## src/rtl/shift_add_mult_if.sv

```systemverilog
// shift_add_mult_if: operand/result bus between the multiplier port mux (master) and the shared multiplier (slave)
//   start_i            request pulse, sampled by the multiplier only while idle
//   mult_a_i/mult_b_i  signed operands, Q(DataWidth-FracBits).FracBits
//   value_o/overflow_o saturated result and saturation flag
//   done_o             one-cycle completion pulse
//   valid_o            value_o/overflow_o hold a completed result
//   busy_o             operation in progress
interface shift_add_mult_if #(parameter int DataWidth = 8);
    logic                 start_i;
    logic [DataWidth-1:0] mult_a_i;
    logic [DataWidth-1:0] mult_b_i;
    logic [DataWidth-1:0] value_o;
    logic                 overflow_o;
    logic                 done_o;
    logic                 valid_o;
    logic                 busy_o;
    modport master (output start_i, mult_a_i, mult_b_i, input value_o, overflow_o, done_o, valid_o, busy_o);
    modport slave  (input start_i, mult_a_i, mult_b_i, output value_o, overflow_o, done_o, valid_o, busy_o);
endinterface

```

## src/rtl/shift_add_mult.sv

```systemverilog
// shift_add_mult: shared sequential signed fixed-point radix-2 shift-add multiplier with rescale and saturation
//   clk_i  clock, rst_i synchronous active-high reset
//   bus    shift_add_mult_if.slave: start_i, mult_a_i, mult_b_i in; value_o, overflow_o, done_o, valid_o, busy_o out
module shift_add_mult #(
    parameter int DataWidth = 8,
    parameter int FracBits  = 4
) (
    input logic             clk_i,
    input logic             rst_i,
    shift_add_mult_if.slave bus
);
    localparam int W  = DataWidth;
    localparam int CW = $clog2(DataWidth);
    localparam logic signed [2*W:0] MAX_V = {{(W+2){1'b0}}, {(W-1){1'b1}}};
    localparam logic signed [2*W:0] MIN_V = ~MAX_V;

    typedef enum logic [1:0] {IDLE, CALC, FINISH} state_t;

    state_t              state, state_n;
    logic [2*W-1:0]      acc, mcand;
    logic [W-1:0]        mplier, abs_a, abs_b, value, sat;
    logic [CW-1:0]       cnt;
    logic                sign, overflow, done, valid, ovf;
    logic signed [2*W:0] prod, scaled;

    always_comb begin
        // Negating the most negative value wraps to 2^(W-1), which is the correct unsigned magnitude
        abs_a   = bus.mult_a_i[W-1] ? -bus.mult_a_i : bus.mult_a_i;
        abs_b   = bus.mult_b_i[W-1] ? -bus.mult_b_i : bus.mult_b_i;
        prod    = sign ? -{1'b0, acc} : {1'b0, acc};
        scaled  = prod >>> FracBits;
        ovf     = (scaled > MAX_V) || (scaled < MIN_V);
        sat     = scaled > MAX_V ? {1'b0, {(W-1){1'b1}}} :
                  scaled < MIN_V ? {1'b1, {(W-1){1'b0}}} : scaled[W-1:0];
        state_n = state == IDLE ? (bus.start_i ? CALC : IDLE) :
                  state == CALC ? (cnt == CW'(W-1) ? FINISH : CALC) : IDLE;
    end

    always_ff @(posedge clk_i) begin
        if (rst_i) state <= IDLE;
        else       state <= state_n;
    end

    always_ff @(posedge clk_i) begin
        if (rst_i) begin
            acc      <= '0;
            mcand    <= '0;
            mplier   <= '0;
            cnt      <= '0;
            sign     <= 1'b0;
            value    <= '0;
            overflow <= 1'b0;
            done     <= 1'b0;
            valid    <= 1'b0;
        end else begin
            done <= state == FINISH;
            if (state == IDLE && bus.start_i) begin
                mcand  <= {{W{1'b0}}, abs_a};
                mplier <= abs_b;
                acc    <= '0;
                cnt    <= '0;
                sign   <= bus.mult_a_i[W-1] ^ bus.mult_b_i[W-1];
                valid  <= 1'b0;
            end
            if (state == CALC) begin
                if (mplier[0]) acc <= acc + mcand;
                mcand  <= mcand << 1;
                mplier <= mplier >> 1;
                cnt    <= cnt + 1'b1;
            end
            if (state == FINISH) begin
                value    <= sat;
                overflow <= ovf;
                valid    <= 1'b1;
            end
        end
    end

    assign bus.value_o    = value;
    assign bus.overflow_o = overflow;
    assign bus.done_o     = done;
    assign bus.valid_o    = valid;
    assign bus.busy_o     = state != IDLE;
endmodule

```

## src/flat_wrapper.sv

```systemverilog
// flat-port wrapper written by rule: the top's interface ports become plain ports
module shift_add_mult_flat 
#(
    parameter int DataWidth = 8,
    parameter int FracBits  = 4
)
  (clk_i, rst_i, bus_start_i, bus_mult_a_i, bus_mult_b_i, bus_value_o, bus_overflow_o, bus_done_o, bus_valid_o, bus_busy_o);
  shift_add_mult_if #(.DataWidth(DataWidth)) bus_i ();
  input logic clk_i;
  input logic rst_i;
  input wire logic [$bits(bus_i.start_i)-1:0] bus_start_i;
  input wire logic [$bits(bus_i.mult_a_i)-1:0] bus_mult_a_i;
  input wire logic [$bits(bus_i.mult_b_i)-1:0] bus_mult_b_i;
  output wire logic [$bits(bus_i.value_o)-1:0] bus_value_o;
  output wire logic [$bits(bus_i.overflow_o)-1:0] bus_overflow_o;
  output wire logic [$bits(bus_i.done_o)-1:0] bus_done_o;
  output wire logic [$bits(bus_i.valid_o)-1:0] bus_valid_o;
  output wire logic [$bits(bus_i.busy_o)-1:0] bus_busy_o;
  assign bus_i.start_i = bus_start_i;
  assign bus_i.mult_a_i = bus_mult_a_i;
  assign bus_i.mult_b_i = bus_mult_b_i;
  assign bus_value_o = bus_i.value_o;
  assign bus_overflow_o = bus_i.overflow_o;
  assign bus_done_o = bus_i.done_o;
  assign bus_valid_o = bus_i.valid_o;
  assign bus_busy_o = bus_i.busy_o;
  shift_add_mult #(.DataWidth(DataWidth), .FracBits(FracBits)) u_core (.clk_i(clk_i), .rst_i(rst_i), .bus(bus_i));
endmodule
```

## config.mk

```make
export PLATFORM = sky130hd
export DESIGN_NAME = shift_add_mult_flat
export DESIGN_NICKNAME = d
export VERILOG_FILES = /design/src/rtl/shift_add_mult_if.sv /design/src/rtl/shift_add_mult.sv /design/src/flat_wrapper.sv
export SDC_FILE = /design/constraint.sdc
export NUM_CORES = 1
export LEC_CHECK = 0
export CAP_MARGIN = 20
export CORE_AREA = 3 3 80 82
export DETAILED_ROUTE_END_ITERATION = 12
export DIE_AREA = 0 0 83 85
export PLACE_DENSITY = 0.85
export SYNTH_ARGS = -nofsm -noshare
export SYNTH_HDL_FRONTEND = slang
export SYNTH_SLANG_ARGS = --single-unit
export TNS_END_PERCENT = 10
```

## constraint.sdc

```tcl
create_clock -name clk_i -period 2.64 [get_ports clk_i]
set_input_delay 0.528 -clock clk_i [delete_from_list [all_inputs] [get_ports clk_i]]
set_output_delay 0.528 -clock clk_i [all_outputs]
set_load 0.1 [all_outputs]
```

==> results of run 1 <==
==> how the worst max path moves through the flow <==
stage                    startpoint        endpoint  slack, ns  cells after the start
global placement     u_core.acc[11]  u_core.acc[15]       0.26                      8
detailed placement    u_core.acc[4]  u_core.acc[13]       0.22                      7
global route          u_core.acc[4]  u_core.acc[13]       0.03                      7
floorplan             u_core.acc[4]  u_core.acc[13]       0.33                      7
finish              u_core.mcand[3]  u_core.acc[13]       0.17                      8
CTS                 u_core.mcand[3]  u_core.acc[13]       0.13                      8
==> layer usage <==
layer  up-vias  part of all wire
met4         0             0.016
met5         -                 0
met3        11             0.041
li1       1505                 -
met1      1388              0.45
met2        70              0.49
==> sequential cells by signal (all words and copies together) (netlist names) <==
signal and count:
u_core.acc 16, u_core.bus.done_o 1, u_core.bus.overflow_o 1, u_core.bus.valid_o 1
u_core.bus.value_o 8, u_core.cnt 3, u_core.mcand 16, u_core.mplier 8
u_core.sign 1, u_core.state 2
==> report_power, final <==
group / switching [mW] / internal (mW)
registers: 0.0197 / 0.883
clock network: 0.334 / 0.459
logic: 0.130 / 0.104
==> worst min-delay path: cells and delay by family, from the launching register on <==
family / cells / cell delay [ns]
DFF: 1 / 0.31
and+or+nand+nor: 2 / 0.11
==> kinds of logic after synthesis <==
logic type | count (synthesis)
compound gates | 114
xor+xnor | 28
fa+ha+maj | 20
buf+inv | 30
flops | 57
mux | 4
simple gates | 144
==> cells in the final DEF (no fill, tap or decap), types with 3 or more instances in the layout <==
cell type        Yosys  layout
o21a_1               3       3
a22o_1              10      10
o31ai_1              5       5
or4_1                3       3
a22oi_1             14      14
nor2b_1              7       7
nand2_1             37      37
nor2_1              45      45
xor2_1              10      10
a21oi_1             24      22
a32oi_1              3       3
clkbuf_1            17       3
o21ai_0             12      12
ha_1                19      19
nand2b_1            10      10
or3_1                5       5
inv_1               10      10
a21o_1               6       6
xnor2_1             18      18
clkdlybuf4s50_1      0      18
a221oi_1             4       4
nand3_1             12      12
dfxtp_1             57      57
and2_1               4       4
mux2i_1              3       3
buf_4                0      24
nor3_1              11      11
clkbuf_8             0      10
o21ai_1             12      12
==> final cells by class <==
cell class / count / area share
clock inverter: 3 / 0.0103
timing repair buffer: 43 / 0.0949
sequential: 57 / 0.294
inverter: 10 / 0.00968
tap: 75 / 0.0242
clock buffer: 13 / 0.0384
multi-input combinational: 310 / 0.528
==> repair_timing <==
action	4_1_cts	5_1_grt
gates resized for setup	0	3
endpoints found under the setup margin	0	1
endpoints found under the hold margin	0	0
==> per-stage QoR <==
stage | power (mW) | instance area (um^2)
2_1_floorplan | 1.07 | 3290
3_3_place_gp | 1.14 | 3670
3_5_place_dp | 1.15 | 3670
4_1_cts | 1.94 | 3850
5_1_grt | 2.02 | 3880
6_report | 1.93 | 3880
==> impl_metrics.yaml, run 1 <==
logic_synthesis:
  seq_area_frac_synth: 0.347
  avgSynthCellArea_um2: 8.28
  synthTopCellsByCount: "dfxtp_1 (57), nor2_1 (45), nand2_1 (37)"
  yosys_warnings: 0
  ys_ff_latch: 57
  synth_nets: 436
  synth_fa_ha_area_frac: 0.0784
  yosys.area.top_type_share: 0.347
  async_flop_share: 0
  synth-xor-area-share: 0.0746
  synth-edff-count: 0
  synth.largest_area_cell: "dfxtp_1"
  yosys.area_share.simple: 0.216
  synth_top_family_by_area: "compound AO/OA/AOI/OAI gates"
  yosysMostFrequentCell: "dfxtp_1"
  synth_cell_types: 53
  synth-main-ff-cell: "dfxtp_1"
  synth_compound_area_frac: 0.237
  syn-instance-count: 397
  synth_area_mm2: 0.00329
  synth_area_leaders: "dfxtp_1 (35%), ha_1 (7.2%), nor2_1 (5.1%)"
  synthMuxAreaShare: 0.0126
power:
  peakVddDrop_mv: 0.359
  p_per_area_mw_per_mm2: 498
  leakagePower_nw: 1.64
grt:
  overflow: 0
  grtUsageTotal: 0.223
  grt_max_degree: 29
  first_global_vias: 2857
  grt_use_met1: 0.268
  use_met2: 0.389
  top_usage_layer: "met2"
  grt_antenna_before_repair: 0
  grt_pass1_wl_mm: 13.0
  grt.met3_usage: 0.0359
clocking:
  cts-htree-levels: 3
  worst_skew_pair.late_latency_ns: 0.34
  cts_buffers: 9
  clk_pin_slew_ns: 0.07
  root_buffer: "clkbuf_8"
  post_cts_buffers: 0
  cts_sinks: 57
  clockBufferDepth: 2
  cts_hold_buffers: 0
  cts_tree: "done"
routing:
  antenna_left: 0
  viasPerCell: 5.82
  vias: 2974
  drt_iter0_drc: 249
  wire_per_inst_um: 14.6
  drc_errors: 0
  finalWirelength_mm: 7.45
  first_pass_iters: 6
timing:
  finalCriticalPeriod_ns: 2.47
  finalSetupViolCount: 0
  tightest_slew_ns: 0.486
  rsz0062_at_grt: "false"
  final_hold_viol_count: 0
  finClkSkew_ns: 0.00795
  maxSlewHeadroom: 0.672
  fin_crit_sh: 0.934
  clock.fmax_mhz: 406
  holdWs_ns: 0.475
  finalWorstSetupSlack_ns: 0.174
  drv_slew: 0
  fin_setup_tns_ns: 0
placement:
  gp_congestion: 0.897
  placed_cells: 494
  io_buffer_count: 30
  dp_hpwl_mm: 5.42
  pre_cts_slack_ns: 0.219
setup_path:
  crit_type: "flip-flop to flip-flop"
  max_stage_delay_ns: 0.44
  r2r_cells: 8
  cp_slowest_cell: "or4_4"
  timing.rr.start: "u_core.mcand[3]"
  cp.arrival_ns: 2.75
  required_ns: 2.92
  path_cells: "ha_1, a21oi_2, o22ai_2, or4_4, a21o_1, a21o_1, a2111oi_2, a211o_1"
  worst_setup_path_start_kind: "flip-flop"
  end_kind: "flip-flop"
  critPathBufInv: 0
  reg2reg_slack_ns: 0.17
  worstReg2RegEnd: "u_core.acc[13]"
  critPathMostFrequentCell: "a21o_1"
  crit_family: "compound AO/OA/AOI/OAI gates"
  path_max_fanout: 5
floorplanning:
  die_h_um: 85
  io_pins: 31
  placementRows: 28
  initial_utilization: 0.565
  design.core.area_mm2: 0.00582
  die_area_mm2: 0.00706
  die_w_um: 83
min_path:
  hold_start: "u_core.bus.value_o[4]"
  hold_end: "u_core.bus.value_o[4]"
  hold_depth: 2
  min_path_type: "flip-flop to flip-flop"
finish:
  antenna_cells: 0
  finalNonFillerCells: 511
  fin_util: 0.667
  drive_gt1_frac: 0.110
  area_delta_synth_final_pct: 17.9
  fillers: 521
  fin_nets: 470
  multi_input_area_mm2: 0.00205
  seq_area_mm2: 0.00114
job:
  drv_cap: 0
run_status:
  status: "finished, final reports clean"
Power figures use the tool's default switching activity.
==> run 2, diff against run 1 <==
Settings changed: CORE_AREA 3 3 80 82 to 3 3 62 107, DIE_AREA 0 0 83 85 to 0 0 65 110, PLACE_DENSITY 0.85 to 0.84.
==> impl_metrics.yaml, run 2 (same netlist as run 1, synthesis figures left out) <==
floorplanning:
  design.core.area_mm2: 0.00588
  die_area_mm2: 0.00715
  placementRows: 37
  die_w_um: 65
  initial_utilization: 0.559
  io_pins: 31
  die_h_um: 110
grt:
  grt_antenna_before_repair: 0
  grt_pass1_wl_mm: 13.1
  first_global_vias: 2950
  overflow: 0
  grtUsageTotal: 0.239
  grt_max_degree: 21
clocking:
  cts_buffers: 9
  cts-htree-levels: 3
  clk_pin_slew_ns: 0.06
  worst_skew_pair.late_latency_ns: 0.34
  post_cts_buffers: 0
  cts_sinks: 57
  cts_hold_buffers: 0
  clockBufferDepth: 2
  root_buffer: "clkbuf_8"
  cts_tree: "done"
  cts-resized-gates: 0
setup_path:
  worstReg2RegEnd: "u_core.acc[15]"
  critPathMostFrequentCell: "a21o_1"
  cp_slowest_cell: "dfxtp_1"
  crit_type: "flip-flop to flip-flop"
  timing.rr.start: "u_core.acc[11]"
  r2r_cells: 8
  path_cells: "ha_1, a21o_1, a31o_2, or3_1, a21oi_1, a2111oi_0, nand3b_1, a21o_1"
  path_max_fanout: 10
  cp.arrival_ns: 2.73
  required_ns: 2.88
  worst_setup_path_start_kind: "flip-flop"
  max_stage_delay_ns: 0.51
  critPathBufInv: 0
  cp.depth: 8
  reg2reg_slack_ns: 0.15
  crit_family: "compound AO/OA/AOI/OAI gates"
  end_kind: "flip-flop"
timing:
  final_hold_viol_count: 0
  maxSlewHeadroom: 0.302
  rsz0062_at_grt: "false"
  finalCriticalPeriod_ns: 2.49
  drv_slew: 0
  tightest_slew_ns: 1.04
  finClkSkew_ns: 0.00533
  fin_setup_tns_ns: 0
  clock.fmax_mhz: 402
  finalSetupViolCount: 0
  finalWorstSetupSlack_ns: 0.152
  fin_crit_sh: 0.942
routing:
  finalWirelength_mm: 7.75
  drc_errors: 0
  drt_iter0_drc: 191
  antenna_left: 0
  first_pass_iters: 4
  vias: 3044
  wire_per_inst_um: 15.1
  viasPerCell: 5.95
min_path:
  min_path_type: "flip-flop to flip-flop"
  hold_start: "u_core.bus.value_o[1]"
  hold_depth: 2
  hold_end: "u_core.bus.value_o[1]"
finish:
  area_delta_synth_final_pct: 17.3
  mostFrequentLayoutCells: "dfxtp_1 (57), nor2_1 (45), nand2_1 (37)"
  fin_nets: 468
  layout_commonest_cell: "dfxtp_1"
  drive_gt1_frac: 0.104
  stdcell_area_mm2: 0.00385
  top_regs: "u_core.acc x16, u_core.mcand x16"
  antenna_cells: 0
  fillers: 508
placement:
  dp_hpwl_mm: 5.83
  pre_cts_slack_ns: 0.206
  gp_congestion: 0.916
  postPlaceCellArea_mm2: 0.00366
  io_buffer_count: 30
power:
  p_total_mw: 1.91
  pwr-share-comb: 0.122
  leakagePower_nw: 1.63
  p_sw_mw: 0.483
  p_clk_frac: 0.405
  peakVddDrop_mv: 0.473
  p_per_area_mw_per_mm2: 495
  power_frac_seq: 0.473
  intPower_mw: 1.42
  swShare: 0.253
job:
  drv_cap: 0
run_status:
  status: "finished, final reports clean"
[run 2: cell types whose count changed in the layout (fill, tap and decap cells not counted), moves of 2 or more]
cell	change
clkbuf_1	-2
a21oi_2	-2
a21oi_1	+2
clkbuf_8	+3
[run 2: metal layers]
metal / up-vias / routed length, um / track usage
li1: 1499 / - / -
met1: 1434 / 2830 / 0.229
met2: 76 / 4220 / 0.440
met3: 35 / 278 / 0.0578
met4: 0 / 413 / 0.166
met5: - / 0 / 0
[run 2: layout make-up]
cell class	count	area, um^2	area share
timing repair buffer	41	353	0.0915
clock inverter	2	10.0	0.00260
tap	78	97.6	0.0253
sequential	57	1140	0.296
multi-input combinational	310	2030	0.527
inverter	10	37.5	0.00974
clock buffer	14	183	0.0474
[run 2: how the worst max path moves through the flow]
stage | from | endpoint | slack (ns)
detailed placement | u_core.acc[11] | u_core.acc[15] | 0.21
CTS | u_core.mcand[3] | u_core.acc[13] | 0.18
global route | u_core.acc[11] | u_core.acc[15] | 0.03
floorplan | u_core.acc[4] | u_core.acc[13] | 0.33
finish | u_core.acc[11] | u_core.acc[15] | 0.15
global placement | u_core.acc[11] | u_core.acc[15] | 0.22
[run 2: power groups by stage]
stage	Clock (mW)	Combinational [mW]	Sequential [mW]
2_1_floorplan	0	0.156	0.914
3_3_place_gp	0	0.223	0.920
3_5_place_dp	0	0.231	0.921
4_1_cts	0.789	0.233	0.902
5_1_grt	0.828	0.258	0.905
6_report	0.773	0.233	0.903
[run 2: per-stage QoR]
| step | std cells | hold WS (ns) | util |
|---|---|---|---|
| floorplan | 397 | 0.454 | - |
| global placement | 496 | 0.466 | 0.623 |
| detailed placement | 496 | 0.479 | 0.623 |
| CTS | 512 | 0.491 | 0.656 |
| global route | 512 | 0.511 | 0.656 |
| finish | 512 | 0.486 | 0.656 |
[run 2: worst reg2reg max path: cells and delay by family, from the launching register on]
| family | cells | cell delay [ns] |
|---|---|---|
| AOI/OAI and AO/OA | 5 | 1.01 |
| DFF | 1 | 0.51 |
| and+or+nand+nor | 2 | 0.50 |
| adders and majority gates | 1 | 0.37 |
